[src/rtl/exu_wb_arb.sv]
// Write-back arbiter: merges the non-stallable MUL result stream with ALU results
// onto one register-file write port, buffering losing ALU results in an in-order FIFO.
module exu_wb_arb #(
  parameter int XLEN                = 64,
  parameter int REG_FILE_ADDR_WIDTH = 4,
  parameter int INSTR_LEN           = 64,
  parameter int DEPTH               = 4
) (
  input  logic                           clk,
  input  logic                           rst,
  input  logic                           alu_valid,
  input  logic [XLEN-1:0]                alu_data,
  input  logic [REG_FILE_ADDR_WIDTH-1:0] alu_rd_addr,
  input  logic [XLEN-1:0]                alu_tag,
  input  logic [INSTR_LEN-1:0]           alu_instr,
  input  logic                           mul_valid,
  input  logic [XLEN-1:0]                mul_data,
  input  logic [REG_FILE_ADDR_WIDTH-1:0] mul_rd_addr,
  input  logic [XLEN-1:0]                mul_tag,
  input  logic [INSTR_LEN-1:0]           mul_instr,
  output logic                           wb_valid,
  output logic [XLEN-1:0]                wb_data,
  output logic [REG_FILE_ADDR_WIDTH-1:0] wb_rd_addr,
  output logic [XLEN-1:0]                wb_tag,
  output logic [INSTR_LEN-1:0]           wb_instr,
  output logic                           freeze,
  output logic                           alu_pending,
  output logic                           overflow_err
);

  localparam int PW = $clog2(DEPTH);
  localparam int CW = PW + 1;
  localparam logic [CW-1:0] FULL_LVL   = CW'(DEPTH);
  localparam logic [CW-1:0] FREEZE_LVL = CW'(DEPTH - 1);

  typedef struct packed {
    logic [XLEN-1:0]                data;
    logic [REG_FILE_ADDR_WIDTH-1:0] rd;
    logic [XLEN-1:0]                tag;
    logic [INSTR_LEN-1:0]           instr;
  } entry_t;

  entry_t mem_q [DEPTH];

  entry_t        wb_q, wb_d;
  logic          wb_valid_q, wb_valid_d;
  logic          freeze_q, freeze_d;
  logic          overflow_q, overflow_d;
  logic [CW-1:0] count_q, count_d;
  logic [PW-1:0] wr_ptr_q, wr_ptr_d;
  logic [PW-1:0] rd_ptr_q, rd_ptr_d;

  entry_t mul_e, alu_e;
  logic   fifo_empty, fifo_full, deq, bypass, enq, drop;

  assign mul_e = '{data: mul_data, rd: mul_rd_addr, tag: mul_tag, instr: mul_instr};
  assign alu_e = '{data: alu_data, rd: alu_rd_addr, tag: alu_tag, instr: alu_instr};

  assign fifo_empty = (count_q == '0);
  assign fifo_full  = (count_q == FULL_LVL);
  assign deq        = !mul_valid && !fifo_empty;
  assign bypass     = !mul_valid && fifo_empty && alu_valid;
  // When full, an enqueue is only possible if the head leaves in the same cycle.
  assign enq        = alu_valid && !bypass && (!fifo_full || deq);
  assign drop       = alu_valid && !bypass && fifo_full && !deq;

  always_comb begin
    wb_valid_d = 1'b0;
    wb_d       = wb_q;
    if (mul_valid) begin
      wb_valid_d = 1'b1;
      wb_d       = mul_e;
    end else if (deq) begin
      wb_valid_d = 1'b1;
      wb_d       = mem_q[rd_ptr_q];
    end else if (bypass) begin
      wb_valid_d = 1'b1;
      wb_d       = alu_e;
    end
    count_d    = count_q + CW'(enq) - CW'(deq);
    wr_ptr_d   = enq ? wr_ptr_q + PW'(1) : wr_ptr_q;
    rd_ptr_d   = deq ? rd_ptr_q + PW'(1) : rd_ptr_q;
    freeze_d   = (count_d >= FREEZE_LVL);
    overflow_d = overflow_q | drop;
  end

  always_ff @(posedge clk or posedge rst) begin
    if (rst) begin
      wb_valid_q <= 1'b0;
      wb_q       <= '0;
      freeze_q   <= 1'b0;
      overflow_q <= 1'b0;
      count_q    <= '0;
      wr_ptr_q   <= '0;
      rd_ptr_q   <= '0;
    end else begin
      wb_valid_q <= wb_valid_d;
      wb_q       <= wb_d;
      freeze_q   <= freeze_d;
      overflow_q <= overflow_d;
      count_q    <= count_d;
      wr_ptr_q   <= wr_ptr_d;
      rd_ptr_q   <= rd_ptr_d;
    end
  end

  // Storage needs no reset: occupancy is tracked by count and the pointers.
  always_ff @(posedge clk) begin
    if (enq) mem_q[wr_ptr_q] <= alu_e;
  end

  assign wb_valid     = wb_valid_q;
  assign wb_data      = wb_q.data;
  assign wb_rd_addr   = wb_q.rd;
  assign wb_tag       = wb_q.tag;
  assign wb_instr     = wb_q.instr;
  assign freeze       = freeze_q;
  assign overflow_err = overflow_q;
  assign alu_pending  = (count_q != '0);

endmodule

[config.mk]
export PLATFORM = sky130hd
export DESIGN_NAME = exu_wb_arb
export DESIGN_NICKNAME = d
export VERILOG_FILES = /design/src/rtl/exu_wb_arb.sv
export SDC_FILE = /design/constraint.sdc
export NUM_CORES = 1
export LEC_CHECK = 0
export CAP_MARGIN = 20
export CORE_UTILIZATION = 45
export DETAILED_ROUTE_END_ITERATION = 16
export PLACE_DENSITY = 0.68
export SYNTH_ARGS = -nofsm -noshare
export SYNTH_HDL_FRONTEND = slang
export SYNTH_SLANG_ARGS = --single-unit
[constraint.sdc]
create_clock -name clk -period 7.34 [get_ports clk]
set_input_delay 0.734 -clock clk [delete_from_list [all_inputs] [get_ports clk]]
set_output_delay 0.734 -clock clk [all_outputs]
set_load 0.02 [all_outputs]
==> qor.csv <==
stage;metric;value;unit
placement;hpwl;59.2;mm
worst_setup_path;worstRegToRegCells;4;
worst_setup_path;r2r_end;mem_q[1][141]$_DFFE_PP_;
timing;fin_setup_tns;0;ns
timing;clock_skew;0.0273;ns
worst_setup_path;path_max_fanout;96;
logic_synthesis;muxShareOfSynthArea;11.0;%
logic_synthesis;yosys.area_share.simple;5.65;%
timing;max_freq;327;MHz
floorplan;io_pins;596;
clock_tree;cts_max_level;3;
clock_tree;cts_hold_buf;0;
worst_setup_path;start_kind;input port;
logic_synthesis;yosys.area_share.xor_xnor;0.131;%
clock_tree;cts_resized;0;
hold_path;min_from;overflow_err$_DFF_PP0_;
timing;hold_viol;0;
timing;finalSetupViolations;0;
final_layout;layout.cells.non_filler;3978;
logic_synthesis;synth_adder_area_share;0.237;%
logic_synthesis;synth_compound_area_share;8.81;%
placement;io_buffers;595;
worst_setup_path;worstPathCellList;buf_8 -> a21boi_1 -> and2_4 -> buf_4;
placement;place_congestion;0.785;
drt;drtIter0Drc;1488;
logic_synthesis;ys_ff_latch;990;
timing;worst_slew_pin_slew;1.25;ns
drt;vias;22500;
grt;antenna_found_initial;6;
timing;layout_min_cycle_time;3.06;ns
clock_tree;postCtsSetupRepairBufs;0;
clock_tree;cts-root-buf;clkbuf_16;
clock_tree;cts.sinks;990;
timing;period_share;41.7;%
logic_synthesis;ys_warn_count;0;
grt;overflow;0;
clock_tree;cts_tree;yes;
floorplan;die-area;90300;um^2
floorplan;rows;109;
clock_tree;clkLatencyLatePin;0.65;ns
logic_synthesis;syn_area;40100;um^2
hold_path;hold_end;overflow_err$_DFF_PP0_;
worst_setup_path;crit_type;in -> reg;
power;power.total;19.2;mW
status;outcome;finished clean;
worst_setup_path;worst_ep_arrival_time;3.33;ns
logic_synthesis;yosysUniqueCellTypes;29;
final_layout;syn_to_final_growth;25.5;%
worst_setup_path;timing.rr.start;count_q[2]$_DFF_PP0_;
placement;dp_cells;3787;
drt;wire_per_inst;24.0;um
floorplan;coreArea;88400;um^2
worst_setup_path;slowest_stage;buf_4;
power;ir_worst_vdd;0.288;mV
worst_setup_path;regToRegSetupSlack;4.40;ns
clock_tree;cts-buffers-inserted;100;
drt;drc_errors;0;
logic_synthesis;synth_top_family_by_area;multiplexers;
logic_synthesis;yosysSeqAreaShare;71.6;%
worst_setup_path;slowest_delay;0.74;ns
drt;via_per_inst;5.66;
final_layout;nets;3127;
floorplan;start_util;45.4;%
clock_tree;clk_path_buf_depth;3;
grt;grt_pass1_vias;23100;
grt;grt_pass1_wl;142;mm
worst_setup_path;crit_required;7.61;ns
worst_setup_path;cp-end-kind;flip-flop;
timing;final-max-slew-violation-count;0;
grt;grt_max_degree;182;
grt;grt_usage;20.8;%
logic_synthesis;syn-instance-count;2181;
logic_synthesis;syn-num-nets;2584;
timing;relSlewSlack;16.7;%
drt;drtPass1Iterations;5;
placement;dp_slack;3.53;ns
logic_synthesis;syn_area_per_cell;18.4;um^2
clock_tree;path_clk_slew;0.06;ns
final_layout;drive_above_1_share;14.1;%
hold_path;hp-class;reg -> reg;
timing;rsz0062_at_grt;no;
power;p_leak;16.9;nW
hold_path;min_path_cells;1;
drt;routed_wl;95.6;mm
flow_run;cap_violations;0;
floorplan;die_h;301;um
power;powerDensity;382;nW/um^2
drt;postRouteAntennaNets;0;
timing;setup_ws;4.28;ns
floorplan;die_w;301;um
layout make-up:
type / count / area [um^2]
clock inverters: 58 / 751
multi-input cells: 1007 / 10400
fillers: 6732 / 38100
well taps: 1165 / 1460
clock buffers: 131 / 2730
flip-flops and latches: 990 / 28700
diodes: 2 / 5.00
repair buffers: 617 / 6230
inverters: 8 / 37.5
layout by cell type (no fill, tap or decap), types with 23 or more instances in the layout:
cell type,n
edfxtp_1,784
clkbuf_1,23
nor3_1,196
clkdlybuf4s50_1,593
nor2b_1,196
clkbuf_16,103
o2bb2ai_1,184
dfrtp_1,204
mux4_2,196
a2bb2oi_1,196
flip-flops by register name, summed over array words and instances, names as in the netlist:
register and cells:
wr_ptr_q 2, mem_q 784, count_q 3, wb_valid 1, freeze 1, wb_tag 64, wb_rd_addr 4, wb_instr 64
overflow_err 1, rd_ptr_q 2, wb_data 64
synthesized netlist by cell type (all sizes together):
master     n  area, um^2
nor2       1        3.75
o2bb2ai  196        1790
buf      100         712
fa         1        20.0
a21o       1        7.51
xor2       2        17.5
clkbuf    76         285
mux4     196        4410
or4        1        7.51
dfrtp    206        5150
or3        1        6.26
and2       5        31.3
mux2       1        11.3
a41o       1        10.0
nor3     196         981
inv        8        30.0
nor2b    196        1230
xnor2      4        35.0
a2bb2oi  196        1720
or2        1        6.26
nand3      1        5.00
edfxtp   784       23500
a21boi     1        7.51
ha         6        75.1
where the power goes:
part           switching (mW)  internal, mW  leakage (nW)
clock network            2.12          3.17          1.70
registers               0.614          7.55          9.64
logic                    3.01          2.74          5.57
cells by family after synthesis:
group                      after synthesis
DFF                                    990
and+or+nand+nor                        402
AOI/OAI and AO/OA                      395
muxes                                  197
buffers and inverters                  184
adders and majority gates                7
xor gates and xnor gates                 6
through the flow:
step	util, %	area [um^2]	hold WS, ns
floorplan	-	40100	0.529
global placement	53.0	46800	0.467
detailed placement	53.0	46800	0.474
CTS	56.9	50300	0.485
global route	56.9	50300	0.503
finish	56.9	50300	0.475
metal layers:
layer / wire length (um) / global-route usage [%] / vias to the layer above
li1: - / - / 9978
met4: 2170 / 6.13 / 8
met5: 49 / 0 / -
met3: 5670 / 3.64 / 107
met1: 38800 / 27.9 / 11700
met2: 49000 / 34.9 / 730
worst max-delay path by stage:
stage / startpoint / endpoint
5_1_grt: mul_valid / mem_q[1][121]$_DFFE_PP_
4_1_cts: mul_valid / mem_q[1][121]$_DFFE_PP_
3_5_place_dp: mul_valid / mem_q[1][143]$_DFFE_PP_
2_1_floorplan: alu_valid / mem_q[2][0]$_DFFE_PP_
3_3_place_gp: mul_valid / mem_q[1][143]$_DFFE_PP_
6_report: alu_valid / mem_q[1][141]$_DFFE_PP_
critical path: cells and delay by family:
family | cells | cell delay, ns
AND/OR/NAND/NOR | 1 | 0.64
AO/OA/AOI/OAI | 1 | 0.60
buffers and inverters | 2 | 1.17
(Power assumes the default switching activity.)
